**src/rtl/nibble_serial_adder.sv**
```systemverilog
// Multi-word adder that walks two WIDTH-bit operands through one 4-bit ripple slice, one nibble per cycle.
// Optional feature macro: SUBTRACT_EN adds a 'sub' input that turns the operation into op_a - op_b.

module nibble_adder_slice (
    input  logic [3:0] a,
    input  logic [3:0] b,
    input  logic       ci,
    output logic [3:0] s,
    output logic       co
);
    logic [4:0] c;

    assign c[0] = ci;

    for (genvar i = 0; i < 4; i++) begin : g_fa
        assign s[i]   = a[i] ^ b[i] ^ c[i];
        assign c[i+1] = (a[i] & b[i]) | (c[i] & (a[i] ^ b[i]));
    end

    assign co = c[4];
endmodule

module nibble_serial_adder #(
    parameter int WIDTH = 16
) (
    input  logic             clk,
    input  logic             rst,
    input  logic             in_valid,
    output logic             in_ready,
    input  logic [WIDTH-1:0] op_a,
    input  logic [WIDTH-1:0] op_b,
    input  logic             c_in,
`ifdef SUBTRACT_EN
    input  logic             sub,
`endif
    output logic             out_valid,
    input  logic             out_ready,
    output logic [WIDTH-1:0] sum,
    output logic             c_out,
    output logic [1:0]       fsm_state
);
    // Handshakes: a transfer happens on a rising edge where valid && ready are both high.
    // in_ready and out_valid depend only on state (and rst), never on in_valid or out_ready.

    localparam int NIB = WIDTH / 4;
    localparam int CW  = (NIB > 1) ? $clog2(NIB) : 1;
    localparam logic [CW-1:0] LAST = CW'(NIB - 1);

    if ((WIDTH % 4) != 0 || WIDTH < 4) begin : g_bad_width
        $error("nibble_serial_adder: WIDTH must be a positive multiple of 4");
    end

    typedef enum logic [1:0] {
        IDLE = 2'd0,
        RUN  = 2'd1,
        DONE = 2'd2
    } state_t;

    state_t            state_q, state_d;
    logic [WIDTH-1:0]  a_q, b_q, sum_q, sum_next;
    logic              carry_q;
    logic [CW-1:0]     cnt_q;
    logic [3:0]        nib_s;
    logic              nib_co;
    logic [WIDTH-1:0]  b_load;
    logic              carry_load;

`ifdef SUBTRACT_EN
    // Two's-complement subtract: invert B and force a carry-in of one.
    assign b_load     = sub ? ~op_b : op_b;
    assign carry_load = sub ? 1'b1 : c_in;
`else
    assign b_load     = op_b;
    assign carry_load = c_in;
`endif

    nibble_adder_slice u_slice (
        .a  (a_q[3:0]),
        .b  (b_q[3:0]),
        .ci (carry_q),
        .s  (nib_s),
        .co (nib_co)
    );

    // Each result nibble enters at the top, so after NIB shifts the sum is in place.
    if (NIB == 1) begin : g_sum_one
        assign sum_next = nib_s;
    end else begin : g_sum_many
        assign sum_next = {nib_s, sum_q[WIDTH-1:4]};
    end

    always_comb begin
        state_d   = state_q;
        in_ready  = 1'b0;
        out_valid = 1'b0;
        case (state_q)
            IDLE: begin
                in_ready = !rst;
                if (in_valid) state_d = RUN;
            end
            RUN: begin
                if (cnt_q == LAST) state_d = DONE;
            end
            DONE: begin
                out_valid = 1'b1;
                if (out_ready) state_d = IDLE;
            end
            default: state_d = IDLE;
        endcase
    end

    always_ff @(posedge clk) begin
        if (rst) begin
            state_q <= IDLE;
        end else begin
            state_q <= state_d;
        end
    end

    always_ff @(posedge clk) begin
        if (rst) begin
            a_q     <= '0;
            b_q     <= '0;
            sum_q   <= '0;
            carry_q <= 1'b0;
            cnt_q   <= '0;
        end else begin
            case (state_q)
                IDLE: begin
                    if (in_valid) begin
                        a_q     <= op_a;
                        b_q     <= b_load;
                        carry_q <= carry_load;
                        cnt_q   <= '0;
                    end
                end
                RUN: begin
                    a_q     <= a_q >> 4;
                    b_q     <= b_q >> 4;
                    sum_q   <= sum_next;
                    carry_q <= nib_co;
                    cnt_q   <= cnt_q + 1'b1;
                end
                default: begin
                end
            endcase
        end
    end

    assign sum       = sum_q;
    assign c_out     = carry_q;
    assign fsm_state = state_q;
endmodule
```
**config.mk**
```make
export PLATFORM = sky130hd
export DESIGN_NAME = nibble_serial_adder
export DESIGN_NICKNAME = d
export VERILOG_FILES = /design/src/rtl/nibble_serial_adder.sv
export SDC_FILE = /design/constraint.sdc
export NUM_CORES = 1
export LEC_CHECK = 0
export CAP_MARGIN = 10
export CORE_UTILIZATION = 49
export CTS_BUF_LIST = sky130_fd_sc_hd__clkbuf_8 sky130_fd_sc_hd__clkbuf_16
export DETAILED_ROUTE_END_ITERATION = 12
export PLACE_DENSITY = 0.8
export SLEW_MARGIN = 20
export SYNTH_ARGS = -nofsm -noshare
export SYNTH_HDL_FRONTEND = slang
export SYNTH_SLANG_ARGS = --single-unit
export TNS_END_PERCENT = 1
```
**constraint.sdc**
```tcl
create_clock -name clk -period 2.6 [get_ports clk]
set_clock_uncertainty 0.1 [all_clocks]
set_input_delay 0.39 -clock clk [delete_from_list [all_inputs] [get_ports clk]]
set_output_delay 0.39 -clock clk [all_outputs]
set_load 0.01 [all_outputs]
```
==> results of run 1 <==
-- cell families after synthesis --
group                    Yosys count  synth area share (%)
AND/OR/NAND/NOR                   87                  16.0
AO/OA/AOI/OAI                     84                  26.2
flip-flops                        53                  45.8
buffers and inverters             32                  7.99
adder cells (fa/ha/maj)            5                  4.00
-- registers in the layout, summed over array words and instances (netlist names) --
name,flops
a_q,16
cnt_q,2
fsm_state,2
b_q,16
sum,16
c_out,1
-- cells in the final DEF (no fill, tap or decap), drive strengths merged, types with 2 or more instances in the layout --
master	synthesis	layout
clkdlybuf4s50	0	56
dfxtp	53	53
nor2	44	44
nand2	28	28
a211oi	24	24
a21oi	20	20
o2bb2ai	15	15
o22ai	9	9
inv	9	9
nand3	6	6
o21ai	5	5
clkbuf	5	5
a22oi	4	4
a221oi	4	4
fa	4	4
buf	18	4
nor2b	2	2
bufinv	0	2
nor3	2	2
nand2b	2	2
-- routing by layer --
layer,GRT usage (%),routed length [um],vias to the layer above
met5,0,0,-
met1,26.5,2220,919
met4,8.67,106,0
li1,-,-,1007
met2,36.4,2390,46
met3,4.99,167,11
-- Yosys cell counts --
library cell,count
dfxtp_1,53
nor2_1,44
nand2_1,28
a211oi_1,24
a21oi_1,20
o2bb2ai_1,15
o22ai_1,9
buf_4,8
inv_1,7
nand3_1,6
clkbuf_1,5
o21ai_0,5
a221oi_1,4
a22oi_1,4
buf_2,4
buf_6,4
fa_1,4
buf_1,2
inv_2,2
nor2b_1,2
a2111oi_2,1
and2b_1,1
ha_1,1
nand2b_1,1
nand2b_2,1
nor3_1,1
nor3_2,1
nor3b_2,1
o21ba_4,1
o21bai_4,1
or2b_1,1
-- power groups by stage --
stage	Sequential, mW	Combinational [mW]	Clock [mW]
after floorplan	0.916	0.182	0
after global placement	0.915	0.281	0
after detailed placement	0.918	0.285	0
after CTS	0.899	0.286	0.654
after global routing	0.907	0.313	0.695
final	0.899	0.283	0.648
-- path summary, 6_finish.rpt --
kind / slack [ns] / from / to
max: 0.30 / fsm_state[1] / out_valid
min: 0.36 / sum[3] / sum[3]
max reg2reg: 0.36 / c_out / sum[15]
min reg2reg: 0.36 / sum[3] / sum[3]
-- stage by stage --
step	power [mW]	hold WS [ns]
floorplan	1.10	0.344
global placement	1.20	0.344
detailed placement	1.20	0.346
CTS	1.84	0.358
global route	1.92	0.395
finish	1.83	0.356
-- worst reg2reg max path, stage by stage, from the launching register on --
cell and delay, ns:
dfxtp_1 0.36, fa_1 0.42, inv_1 0.07, fa_1 0.15, inv_1 0.05, fa_1 0.35
inv_1 0.07, fa_1 0.40, a211oi_1 0.19
-- layout make-up --
| cell class | instances | area share, % |
|---|---|---|
| inverters | 9 | 1.14 |
| multi-input cells | 176 | 36.3 |
| repair buffers | 60 | 19.9 |
| clock buffers | 5 | 2.33 |
| clock inverters | 3 | 2.20 |
| well taps | 52 | 2.20 |
| flip-flops and latches | 53 | 35.9 |
==> metrics.yaml, run 1 <==
flow.area_growth_from_synthesis_pct: 27.4
finalSetupViolations: 0
cts_tree: "done"
final_nets: 347
route.antenna.remaining_nets: 0
yosys_top_cell_by_area: "dfxtp_1"
timing.critical_path.arrival_ns: 1.81
cts_root_buffer: "clkbuf_8"
via_count: 1983
violated_checks: "design-rule violations"
fp.coreArea_um2: 4440
maxSlewHeadroom_pct: 55.8
critical_path_sink_type: "output port"
worst_slack_ns: 0.298
clk_pin_slew_ns: 0.09
remaining_drc_errors: 6
crit_type: "reg -> out"
clockPowerShare_pct: 35.4
cp_max_fo: 15
power.density_nw_per_um2: 619
worstSetupStartpointType: "flip-flop"
grt_pass1_vias: 1908
post_placement_worst_setup_slack_ns: 0.352
global_route.overflow_total: 0
cp_slowest_cell: "dfxtp_1"
leakagePower_nw: 1.07
critical_path.n_buffers_inverters: 1
cts-buffers-inserted: 5
hold-path-cell-count: 2
num_io_pins: 58
period_share_pct: 88.5
drt_first_iter_violations: 58
ratio_of_cells_with_drive_above_1_in_the_final_layout_pct: 6.54
pin_slew_with_the_least_headroom_to_its_limit_ns: 0.664
p_int_mw: 1.39
post-route-util_pct: 66.4
vdd_drop_max_mv: 0.432
final_cell_count_no_fill: 358
timing_hold_violations_final: 0
tns_ns: 0
timing.hold.worst.class: "reg -> reg"
grt_pass1_wl_um: 8670
gp_congestion: 0.754
rows: 24
clock_latency_ns: 0.30
yosysUniqueCellTypes: 31
die_height_um: 70.8
routed_wl_um: 4890
grt_antenna_before_repair: 0
post-cts-setup-buffers: 0
cts_resized: 0
grt_max_degree: 54
maximum_achievable_frequency_mhz: 434
detail_route.first_pass.iterations: 10
cp_slowest_stage_delay_ns: 0.69
start_util_pct: 52.1
die_w_um: 70.8
route.detailed.wl_per_inst_um: 13.6
yosys.area.top_type_share_pct: 45.8
synthesis.yosys.warnings: 0
post_drt_via_cell_ratio: 5.54
syn-cell-area_um2: 2320
critPathRequiredTime_ns: 2.11
seq_area_um2: 1060
synth_area_leaders: "dfxtp_1 46%, a211oi_1 7.8%, nor2_1 7.1%, o2bb2ai_1 5.7%, nand2_1 4.5%"
fraction_of_the_yosys_area_taken_by_sequential_cells_pct: 45.8
number_of_inserted_diodes: 0
syn_avg_cell_area_um2: 8.88
timing.final.max_slew_violations: 0
multi_input_area_um2: 1070
cts-hold-fix-buffers: 0
worst-path-stages: 2
critical-path-top-delay-family: "flip-flops"
finalInstanceArea_um2: 2950
place.detailed.instances: 350
synth.ff_latch_count: 53
sw_ratio_pct: 23.9
post_synth_inst_count: 261
global_route.usage.total_pct: 21.5
outcome: "finished with violations"
path_cells: "nor2b_1, clkdlybuf4s50_1"
rsz_0062_raised_after_global_routing: "no"
fill_cells: 381
post-dp-hpwl_um: 3330
comb_power_share_pct: 15.4
cts_sinks: 53
max-clock-path-buffers: 2
rr_worst_depth: 8
p_switching_mw: 0.437
period_minus_slack_ns: 2.30
seqPwrFrac_pct: 49.2
die_area_um2: 5010
placedInstanceArea_um2: 2820
synthesis.nets: 303
max_cap_violations: 0
htreeDepth: 2
numPortBuffers: 57
Note: power is estimated with default switching activity, not from simulation.
==> run 2, diff against run 1 <==
--- a/config.mk
+++ b/config.mk
@@ -6,6 +6,7 @@
 export NUM_CORES = 1
 export LEC_CHECK = 0
 export CAP_MARGIN = 10
+export CORE_ASPECT_RATIO = 1.25
 export CORE_UTILIZATION = 49
 export CTS_BUF_LIST = sky130_fd_sc_hd__clkbuf_8 sky130_fd_sc_hd__clkbuf_16
 export DETAILED_ROUTE_END_ITERATION = 12
==> metrics.yaml, run 2 (synthesized netlist as in run 1, its figures left out) <==
outcome: "finished, final reports clean"
cts_tree: "done"
timing_hold_violations_final: 0
detail_route.first_pass.iterations: 4
grt_max_degree: 54
clock_latency_ns: 0.30
fp.coreArea_um2: 4460
period_minus_slack_ns: 2.35
route.antenna.remaining_nets: 0
global_route.usage.total_pct: 21.1
pin_slew_with_the_least_headroom_to_its_limit_ns: 0.669
route.detailed.wl_per_inst_um: 13.5
comb_power_share_pct: 15.6
rows: 27
tns_ns: 0
reg2reg_setup_slack_ns: 0.25
final_common_cell: "clkdlybuf4s50_1"
grt_pass1_wl_um: 8380
rsz_0062_raised_after_global_routing: "no"
crit_path_end: "sum[15]"
numPortBuffers: 57
rr_startpoint: "c_out"
start_util_pct: 52.0
cts_sinks: 53
post-layout-total-power_mw: 1.82
grt_antenna_before_repair: 0
sw_ratio_pct: 23.7
p_int_mw: 1.39
maximum_achievable_frequency_mhz: 426
ratio_of_cells_with_drive_above_1_in_the_final_layout_pct: 6.54
via_count: 1977
max-clock-path-buffers: 2
die_w_um: 63.5
number_of_inserted_diodes: 0
seqPwrFrac_pct: 49.3
leakagePower_nw: 1.07
die_area_um2: 5010
htreeDepth: 2
global_route.overflow_total: 0
flow.area_growth_from_synthesis_pct: 27.8
setup.worst_path.start: "c_out"
final_nets: 347
remaining_drc_errors: 0
post-cts-setup-buffers: 0
maxSlewHeadroom_pct: 55.4
critical_path_sink_type: "flip-flop"
die_height_um: 78.9
timing.hold.worst.class: "reg -> reg"
worstSetupStartpointType: "flip-flop"
gp_congestion: 0.770
timing.critical_path.arrival_ns: 2.46
finalSetupViolations: 0
drt_first_iter_violations: 122
routed_wl_um: 4930
crit_type: "reg -> reg"
grt_pass1_vias: 1877
vdd_drop_max_mv: 0.495
cp_max_fo: 3
cts_root_buffer: "clkbuf_8"
cts-buffers-inserted: 5
post-dp-hpwl_um: 3300
power.density_nw_per_um2: 616
critPathRequiredTime_ns: 2.72
cts_resized: 0
layout_common_cells: "56 x clkdlybuf4s50_1, 53 x dfxtp_1, 44 x nor2_1"
r2r-end: "sum[15]"
timing.final.max_slew_violations: 0
rr_worst_depth: 8
max_cap_violations: 0
post_drt_via_cell_ratio: 5.43
period_share_pct: 90.3
p_switching_mw: 0.432
clockPowerShare_pct: 35.1
clk_pin_slew_ns: 0.09
num_io_pins: 58
cts-hold-fix-buffers: 0
run 2: power by group through the flow:
stage	Clock (mW)	Combinational (mW)	Sequential [mW]
CTS	0.656	0.286	0.900
detailed placement	0	0.284	0.919
floorplan	0	0.182	0.916
finish	0.641	0.284	0.900
global placement	0	0.278	0.916
global route	0.688	0.315	0.908
run 2: cell type report:
cell class	count	area, um2
Clock buffer	5	68.8
Clock inverter	3	65.1
Fill cell	402	1500
Inverter	9	33.8
Multi-Input combinational cell	176	1070
Sequential cell	53	1060
Tap cell	58	72.6
Timing Repair Buffer	60	588
run 2: how the worst min path moves through the flow:
stage	from	end	slack, ns	cells after the start
detailed placement	sum[2]	sum[2]	0.35	2
finish	sum[2]	sum[2]	0.36	2
CTS	sum[2]	sum[2]	0.36	2
floorplan	cnt_q[0]	cnt_q[0]	0.34	1
global route	sum[2]	sum[2]	0.37	2
global placement	sum[3]	sum[3]	0.34	2
run 2: layer usage:
layer / global-route usage (%) / routed length (um) / up-vias
li1: - / - / 1003
met1: 24.4 / 2050 / 909
met2: 38.5 / 2610 / 59
met3: 4.45 / 205 / 6
met4: 5.91 / 59 / 0
met5: 0 / 0 / -
run 2: stage by stage:
stage / setup WS, ns / instances / utilization [%] / area [um2] / hold slack (ns)
floorplan: 0.424 / 261 / - / 2320 / 0.344
global placement: 0.415 / 356 / 63.4 / 2830 / 0.343
detailed placement: 0.256 / 356 / 63.4 / 2830 / 0.346
CTS: 0.236 / 364 / 66.4 / 2960 / 0.360
global route: 0.149 / 364 / 66.4 / 2960 / 0.374
finish: 0.252 / 364 / 66.4 / 2960 / 0.358
run 2: worst max-delay path, cell delays in order (launching register included):
cell and delay [ns]:
dfxtp_1 0.35, fa_1 0.42, inv_1 0.09, fa_1 0.18
inv_1 0.06, fa_1 0.35, inv_1 0.08, fa_1 0.41
a211oi_1 0.22
